==> config.mk <==
export PLATFORM = sky130hd
export DESIGN_NAME = smvm_issue_sched
export DESIGN_NICKNAME = d
export VERILOG_FILES = /design/src/rtl/smvm_issue_sched.sv
export SDC_FILE = /design/constraint.sdc
export NUM_CORES = 1
export LEC_CHECK = 0
export ABC_AREA = 1
export CELL_PAD_IN_SITES_DETAIL_PLACEMENT = 0
export CELL_PAD_IN_SITES_GLOBAL_PLACEMENT = 2
export CORE_MARGIN = 1.5
export CORE_UTILIZATION = 27
export CTS_BUF_LIST = sky130_fd_sc_hd__clkbuf_16
export CTS_CLUSTER_SIZE = 28
export DETAILED_ROUTE_END_ITERATION = 8
export GPL_ROUTABILITY_DRIVEN = 1
export PLACE_DENSITY = 0.78
export SLEW_MARGIN = 15
export SYNTH_ARGS = -nofsm -noshare
export SYNTH_HDL_FRONTEND = slang
export SYNTH_SLANG_ARGS = --single-unit
==> constraint.sdc <==
create_clock -name clk -period 6.3 [get_ports clk]
set_clock_uncertainty 0.1 [all_clocks]
set_input_delay 1.575 -clock clk [delete_from_list [all_inputs] [get_ports clk]]
set_output_delay 1.575 -clock clk [all_outputs]
set_load 0.02 [all_outputs]
==> src/rtl/smvm_issue_sched.sv <==
// SpMV issue scheduler: packs CSR nonzeros into K-lane ALU batches
// and gates issue on output-buffer credits for completed rows.
module smvm_issue_sched #(
  parameter int K    = 4,
  parameter int OBUF = 8
) (
  input  logic           clk,
  input  logic           rst,
  input  logic           in_valid,
  output logic           in_ready,
  input  logic [7:0]     in_val,
  input  logic [6:0]     in_col,
  input  logic           in_ipv,
  input  logic           in_last,
  output logic           iss_valid,
  output logic [8*K-1:0] iss_val,
  output logic [7*K-1:0] iss_col,
  output logic [K-1:0]   iss_ipv,
  output logic [2:0]     iss_ones,
  input  logic           out_pop,
  output logic           done,
  output logic [7:0]     rows_cnt,
  output logic           err
);

  localparam int LW = $clog2(K + 1);
  localparam logic [3:0] FULL = 4'(OBUF);

  typedef enum logic [1:0] {
    FILL,
    ISSUE,
    DRAIN
  } state_t;

  state_t state, state_nxt;

  logic [LW-1:0]  lane_cnt;
  logic [8*K-1:0] val_r;
  logic [7*K-1:0] col_r;
  logic [K-1:0]   ipv_r;
  logic           last_r;
  logic [3:0]     credit;
  logic [3:0]     avail;
  logic [3:0]     credit_nxt;
  logic [2:0]     ones;
  logic [8:0]     rows_sum;
  logic [7:0]     rows_sat;
  logic           accept;
  logic           batch_end;
  logic           iss_go;
  logic           pop_ok;
  logic           pop_err;

  always_comb begin
    ones = '0;
    for (int i = 0; i < K; i++) begin
      ones = ones + 3'(ipv_r[i]);
    end
  end

  assign accept    = in_valid && in_ready;
  assign batch_end = accept &&
                     (lane_cnt == LW'(K - 1) || in_last);

  // zero-row batches always fit, so they never stall
  assign iss_go = !rst && (state == ISSUE) &&
                  ({1'b0, ones} <= credit);

  // a pop that would overflow the pool is dropped and flagged
  assign avail      = credit - (iss_go ? {1'b0, ones} : 4'd0);
  assign pop_err    = out_pop && (avail == FULL);
  assign pop_ok     = out_pop && !pop_err;
  assign credit_nxt = avail + {3'd0, pop_ok};

  assign rows_sum = {1'b0, rows_cnt} + {6'd0, ones};
  assign rows_sat = rows_sum[8] ? 8'hFF : rows_sum[7:0];

  always_ff @(posedge clk) begin
    if (rst) state <= FILL;
    else     state <= state_nxt;
  end

  always_comb begin
    state_nxt = state;
    unique case (state)
      FILL:    if (batch_end) state_nxt = ISSUE;
      ISSUE:   if (iss_go) state_nxt = last_r ? DRAIN : FILL;
      DRAIN:   if (done) state_nxt = FILL;
      default: state_nxt = FILL;
    endcase
  end

  always_comb begin
    in_ready  = !rst && (state == FILL);
    iss_valid = iss_go;
    iss_val   = iss_go ? val_r : '0;
    iss_col   = iss_go ? col_r : '0;
    iss_ipv   = iss_go ? ipv_r : '0;
    iss_ones  = iss_go ? ones : '0;
    done      = !rst && (state == DRAIN) &&
                (credit_nxt == FULL);
  end

  always_ff @(posedge clk) begin
    if (rst) begin
      lane_cnt <= '0;
      val_r    <= '0;
      col_r    <= '0;
      ipv_r    <= '0;
      last_r   <= 1'b0;
      credit   <= FULL;
      rows_cnt <= '0;
      err      <= 1'b0;
    end else begin
      // clearing on issue makes a short final batch zero-padded
      if (iss_go) begin
        val_r <= '0;
        col_r <= '0;
        ipv_r <= '0;
      end else if (accept) begin
        for (int i = 0; i < K; i++) begin
          if (lane_cnt == LW'(i)) begin
            val_r[8*(K-i)-1 -: 8] <= in_val;
            col_r[7*(K-i)-1 -: 7] <= in_col;
            ipv_r[K-1-i]          <= in_ipv;
          end
        end
      end
      if (accept) begin
        lane_cnt <= batch_end ? '0 : lane_cnt + LW'(1);
      end
      if (batch_end) last_r <= in_last;
      credit <= credit_nxt;
      if (pop_err) err <= 1'b1;
      if (done)        rows_cnt <= '0;
      else if (iss_go) rows_cnt <= rows_sat;
    end
  end

endmodule
==> impl_metrics.py, run 1 <==
metrics = {
    "status": {
        "status": "finished, final reports clean",
    },
    "route": {
        "drt-wirelength-per-cell_um": 12.59,
        "dr.pass1.iters": 4,
        "drc_errors": 0,
        "totalWireLength_um": 11630,
        "num_vias": 3953,
        "drtIter0Drc": 126,
        "postRouteAntennaNets": 0,
        "vias_per_cell": 4.278,
    },
    "logic_synthesis": {
        "netlist_instances": 619,
        "ys_seq_area_share_pct": 38.72,
        "synth_fp_nets": 660,
        "synth.largest_area_cell": "dfxtp_1",
        "synth_area_sq_um": 4292,
        "ys_ff_latch": 83,
        "yosysTopAreaCellShare_pct": 38.72,
        "ys_warn_count": 0,
        "synth_cell_types": 30,
        "avgSynthCellArea_sq_um": 6.933,
        "synth.area.top_cells": "dfxtp_1, nor2_1, a21oi_1",
    },
    "worst_setup_path": {
        "crit_path_end_kind": "primary output",
        "required_ps": 4620,
        "critPathArrivalTime_ps": 4320,
        "crit_type": "reg2out",
        "crit_fanout": 4,
        "cp-start-kind": "flip-flop",
    },
    "power": {
        "peakVddDrop_v": 0.0001213,
        "switchingPower_w": 0.0003083,
        "pwr-share-seq_pct": 45.3,
        "comb_power_share_pct": 9.8,
        "sw_frac_of_total_pct": 25.81,
        "p_int_w": 0.0008862,
        "p_clk_share_pct": 44.9,
        "power.density_cell_area_nw_per_um2": 209.9,
        "p_leak_nw": 2.121,
    },
    "cts": {
        "clock_latency_ps": 350,
        "post-cts-setup-buffer-count": 0,
        "cts_root_buffer": "clkbuf_16",
        "path_clk_slew_ps": 60,
        "cts.path.max_buffers": 2,
        "cts-htree-levels": 3,
        "cts.sinks": 83,
        "postCtsHoldBufs": 0,
        "cts_tree": "done",
        "numCtsBuffers": 9,
    },
    "floorplanning": {
        "start_util_pct": 27.92,
        "die-area_sq_um": 16660,
        "chipHeight_um": 129.1,
        "die_w_um": 129.1,
        "rows": 45,
        "ios": 100,
        "core_area_sq_um": 15370,
    },
    "cells_and_area": {
        "fillCellCount": 1599,
        "n_antenna_cell": 0,
        "finalInstanceArea_sq_um": 5692,
        "syn2layout_area_growth_pct": 32.62,
        "fin_nets": 749,
        "layout-drive-gt1-share_pct": 7.013,
    },
    "global_route": {
        "grt_max_degree": 62,
        "grt_use_total_pct": 14.45,
        "overflow": 0,
        "grt_pass1_wl_um": 18600,
        "grt_pass1_vias": 3670,
        "antenna_found_initial": 0,
    },
    "sta": {
        "clock.fmax_ghz": 0.1667,
        "setup_viol": 0,
        "hold_viol": 0,
        "rsz0062_at_grt": "false",
        "tns_ps": 0,
        "period_minus_slack_ps": 5999,
        "worstMarginPinSlew_ps": 1039,
        "final_max_slew_viol_count": 0,
        "maxSlewHeadroom_pct": 30.50,
        "post-route-period-util_pct": 95.22,
    },
    "place": {
        "globalplace.congestion": 0.7632,
        "placed_area_sq_um": 5396,
        "post-dp-hpwl_um": 8109,
        "port-buffer-count": 99,
    },
    "run": {
        "drv_cap": 0,
    },
    "min_path": {
        "hp-class": "reg2reg",
    },
}
## layout make-up
cell class / count / area [sq um] / area share (%)
Inverter: 97 / 366.6 / 6.441
Tap cell: 211 / 264.0 / 4.638
Sequential cell: 83 / 1662 / 29.19
Timing Repair Buffer: 109 / 1061 / 18.64
Clock buffer: 9 / 225.2 / 3.957
Multi-Input combinational cell: 408 / 2044 / 35.92
Clock inverter: 7 / 68.82 / 1.209
## power by group through the flow
stage | Clock, W | Combinational (W) | Sequential [W]
after CTS | 0.000552 | 0.000118 | 0.000541
after floorplan | 0 | 0.0000763 | 0.000554
after detailed placement | 0 | 0.000117 | 0.000553
final | 0.000536 | 0.000117 | 0.000541
after global routing | 0.000570 | 0.000132 | 0.000542
after global placement | 0 | 0.000115 | 0.000553
## cell families (layout without fill, tap and decap cells)
group	after synthesis	count (layout)	synth area share, %
XOR/XNOR	4	4	0.8165
adder cells (fa/ha/maj)	20	20	6.356
flip-flops	83	83	38.72
AND/OR/NAND/NOR	292	292	28.37
buffers and inverters	128	222	13.85
AO/OA/AOI/OAI	92	92	11.90
## metal layers
layer,vias to the layer above,wire (um),GRT usage (%)
li1,2083,-,-
met1,1803,5351,18.04
met2,58,5745,24.66
met3,9,365,2.931
met4,0,171,5.354
met5,-,0,0
## final timing paths
check                 from           to  slack, ps  cells after the start
setup / recovery  ipv_r[0]         done        300                     21
hold / removal         err          err        350                      2
setup reg to reg  ipv_r[0]  rows_cnt[7]       1850                     23
hold reg to reg        err          err        350                      2
## synth_stat cells, drive strengths merged
cell type,number
ha,17
nand3,37
or2,1
o21ai,9
a21oi,81
dfxtp,83
nand3b,1
a211oi,1
nor3,4
fa,3
nor2,176
buf,31
o21bai,1
xnor2,1
nand2,70
nand4,3
xor2,3
inv,97
## per-stage QoR
stage	hold slack, ps	instances	utilization (%)	setup slack (ps)	total power, W
final	354.1	924	37.03	301.4	0.001195
after global routing	389.9	924	37.03	8.960	0.001245
after detailed placement	347.9	908	35.11	37.61	0.0006704
after floorplan	340.1	619	-	120.3	0.0006299
after CTS	355.7	924	37.01	51.87	0.001211
after global placement	351.3	908	35.11	112.3	0.0006684
## sequential cells by signal, summed over array words and instances (netlist names)
signal    cells
state         2
credit        4
err           1
val_r        32
col_r        28
lane_cnt      3
rows_cnt      8
ipv_r         4
last_r        1
## cell usage in the layout, fill, tap and decap left out, types with 10 or more instances in the layout
cell             synthesis  routed
buf_4                    7      10
nand3_1                 35      35
dfxtp_1                 83      83
inv_1                   96      97
ha_1                    17      17
nor2_1                 173     172
nand2_1                 67      66
a21oi_1                 73      72
clkdlybuf4s50_1          0      98
## worst max-delay path, stage by stage (launching register included)
cell and delay (ps):
dfxtp_1 330, inv_1 70, fa_1 540, inv_1 50
ha_1 170, ha_1 290, ha_1 310, a21oi_2 140
nor2_1 50, o21bai_1 170, nand2_2 100, nor2_2 120
ha_1 150, inv_1 50, fa_1 490, ha_1 310
inv_1 80, nand3_1 70, nor2_1 110, nand3_1 110
nor2_1 100, buf_2 160
## what timing repair did
item	in CTS	in global routing
resized for setup	1	5
endpoints found under the setup margin	1	1
pin swaps	0	1
(Power assumes the default switching activity.)
==> run 2, diff against run 1 <==
--- a/config.mk
+++ b/config.mk
@@ -8,7 +8,7 @@
 export ABC_AREA = 1
 export CELL_PAD_IN_SITES_DETAIL_PLACEMENT = 0
 export CELL_PAD_IN_SITES_GLOBAL_PLACEMENT = 2
-export CORE_MARGIN = 1.5
+export CORE_MARGIN = 4
 export CORE_UTILIZATION = 27
 export CTS_BUF_LIST = sky130_fd_sc_hd__clkbuf_16
 export CTS_CLUSTER_SIZE = 28
==> run 2 against run 1 <==
  * Critical path depth did not move
  * Hold slack gained 7.0 ps
  * Critical endpoint unchanged
  * Total power decreased by 0.87%
  * Critical path type unchanged
  * Sequential power is essentially flat
==> impl_metrics.py, run 2 (synthesized netlist as in run 1, its figures left out) <==
metrics = {
    "place": {
        "globalplace.congestion": 0.7970,
        "placed_cells": 908,
        "placed_area_sq_um": 5396,
        "post-dp-hpwl_um": 8391,
        "port-buffer-count": 99,
    },
    "worst_setup_path": {
        "crit_path_end_kind": "primary output",
        "r2r-start": "ipv_r[0]",
        "cpPeakStageDelay_ps": 540,
        "rr_endpoint": "rows_cnt[0]",
        "worstRegToRegCells": 22,
        "worstPathCellList": "inv_1 -> fa_1 -> inv_1 -> ha_1 -> ha_1 -> ha_1 -> a21oi_2 -> nor2_1 -> o21bai_1 -> nand2_2 -> nor2_4 -> ha_1 -> inv_1 -> fa_1 -> ha_1 -> inv_1 -> nand3_1 -> nor2_1 -> nand3_1 -> nor2_1 -> buf_4",
        "path_common_cell": "ha_1",
        "required_ps": 4620,
        "crit_type": "reg2out",
        "crit_fanout": 4,
        "cp-start-kind": "flip-flop",
        "critPathSlowestCell": "fa_1",
        "critPathArrivalTime_ps": 4290,
        "rrSetupSlack_ps": 1870,
    },
    "cells_and_area": {
        "final_cell_mix": "nor2_1, clkdlybuf4s50_1, inv_1",
        "layout-drive-gt1-share_pct": 7.013,
        "largest_reg_flops": 32,
        "final_cells": 924,
        "fin_nets": 749,
        "n_antenna_cell": 0,
        "regMostFlops": "val_r",
        "biggestRegsByFlops": "val_r: 32 flops, col_r: 28 flops, rows_cnt: 8 flops",
        "finalInstanceArea_sq_um": 5698,
        "syn2layout_area_growth_pct": 32.77,
        "layout_commonest_cell": "nor2_1",
    },
    "floorplanning": {
        "rows": 45,
        "die_w_um": 134.1,
        "core_area_sq_um": 15370,
        "ios": 100,
        "start_util_pct": 27.92,
        "die-area_sq_um": 17980,
        "chipHeight_um": 134.1,
    },
    "cts": {
        "postCtsHoldBufs": 0,
        "clock_latency_ps": 330,
        "cts-htree-levels": 3,
        "cts_tree": "done",
        "numCtsBuffers": 9,
        "cts.sinks": 83,
        "path_clk_slew_ps": 60,
        "cts.path.max_buffers": 2,
        "cts_root_buffer": "clkbuf_16",
    },
    "power": {
        "power.density_cell_area_nw_per_um2": 207.8,
        "peakVddDrop_v": 0.0001316,
        "p_leak_nw": 2.117,
        "power.total_w": 0.001184,
    },
    "global_route": {
        "grt_use_total_pct": 13.54,
        "overflow": 0,
        "antenna_found_initial": 0,
        "grt_max_degree": 63,
        "grt_pass1_wl_um": 19490,
        "grt_pass1_vias": 3931,
    },
    "route": {
        "vias_per_cell": 4.238,
        "postRouteAntennaNets": 0,
        "drt-wirelength-per-cell_um": 12.81,
        "dr.pass1.iters": 4,
        "drtIter0Drc": 150,
        "drc_errors": 0,
        "num_vias": 3916,
        "totalWireLength_um": 11830,
    },
    "sta": {
        "final_max_slew_viol_count": 0,
        "hold_viol": 0,
        "rsz0062_at_grt": "false",
        "period_minus_slack_ps": 5966,
        "maxSlewHeadroom_pct": 31.76,
        "post-route-period-util_pct": 94.70,
        "setup_viol": 0,
        "tns_ps": 0,
        "clock.fmax_ghz": 0.1676,
        "worstMarginPinSlew_ps": 1020,
    },
    "min_path": {
        "hold_depth": 2,
        "hold-path-endpoint": "last_r",
        "hp-class": "reg2reg",
        "hold_start": "last_r",
    },
    "status": {
        "status": "finished, final reports clean",
    },
    "run": {
        "drv_cap": 0,
    },
}
run 2: metrics by stage:
stage,setup slack [ps],hold WS (ps),utilization [%]
after floorplan,120.3,340.1,-
after detailed placement,24.44,349.5,35.11
after global placement,104.0,352.9,35.11
final,333.7,361.1,37.07
after CTS,38.89,364.9,37.00
after global routing,0.1412,375.9,37.07
run 2: final cells by class:
type	instances	area (sq um)
Tap cell	211	264.0
Multi-Input combinational cell	408	2049
Fill cell	1657	9673
Clock buffer	9	225.2
Inverter	97	366.6
Clock inverter	7	67.56
Timing Repair Buffer	109	1064
Sequential cell	83	1662
run 2: layer usage:
layer | wire length, um | track usage (%) | up-vias
li1 | - | - | 2075
met1 | 5361 | 16.42 | 1756
met2 | 5810 | 23.69 | 68
met3 | 430 | 2.513 | 17
met4 | 230 | 5.430 | 0
met5 | 0 | 0 | -
run 2: what timing repair did:
item,in CTS,in global routing
gates resized for setup,1,7
buffers inserted,0,0
setup endpoints to repair,1,1
pin swaps,0,1
run 2: worst max path at each step:
stage                         from  slack (ps)  cells after the start   end
after global routing      ipv_r[0]         0.1                     21  done
after floorplan           ipv_r[0]         120                     22  done
final                     ipv_r[0]         330                     21  done
after CTS                 ipv_r[0]          40                     21  done
after detailed placement       rst          20                     14  done
after global placement         rst         100                     14  done
run 2: worst max-delay path: cells and delay by family, from the launching register on:
kind	cells	cell delay [ps]
DFF	1	340
and+or+nand+nor	7	660
adders and majority gates	7	2250
AOI/OAI and AO/OA	2	310
buffers and inverters	5	400
run 2: report_power, final:
| group | leakage (nW) | internal [W] | switching, W |
|---|---|---|---|
| registers | 0.671 | 0.000536 | 0.00000545 |
| logic | 1.30 | 0.0000436 | 0.0000725 |
| clock network | 0.143 | 0.000306 | 0.000221 |
==> run 3, diff against run 2 <==
--- a/config.mk
+++ b/config.mk
@@ -15,6 +15,7 @@
 export DETAILED_ROUTE_END_ITERATION = 8
 export GPL_ROUTABILITY_DRIVEN = 1
 export PLACE_DENSITY = 0.78
+export SKIP_CTS_REPAIR_TIMING = 1
 export SLEW_MARGIN = 15
 export SYNTH_ARGS = -nofsm -noshare
 export SYNTH_HDL_FRONTEND = slang
==> results of run 3 <==
No change in the layout: final DEF, timing and power equal those of run 2.
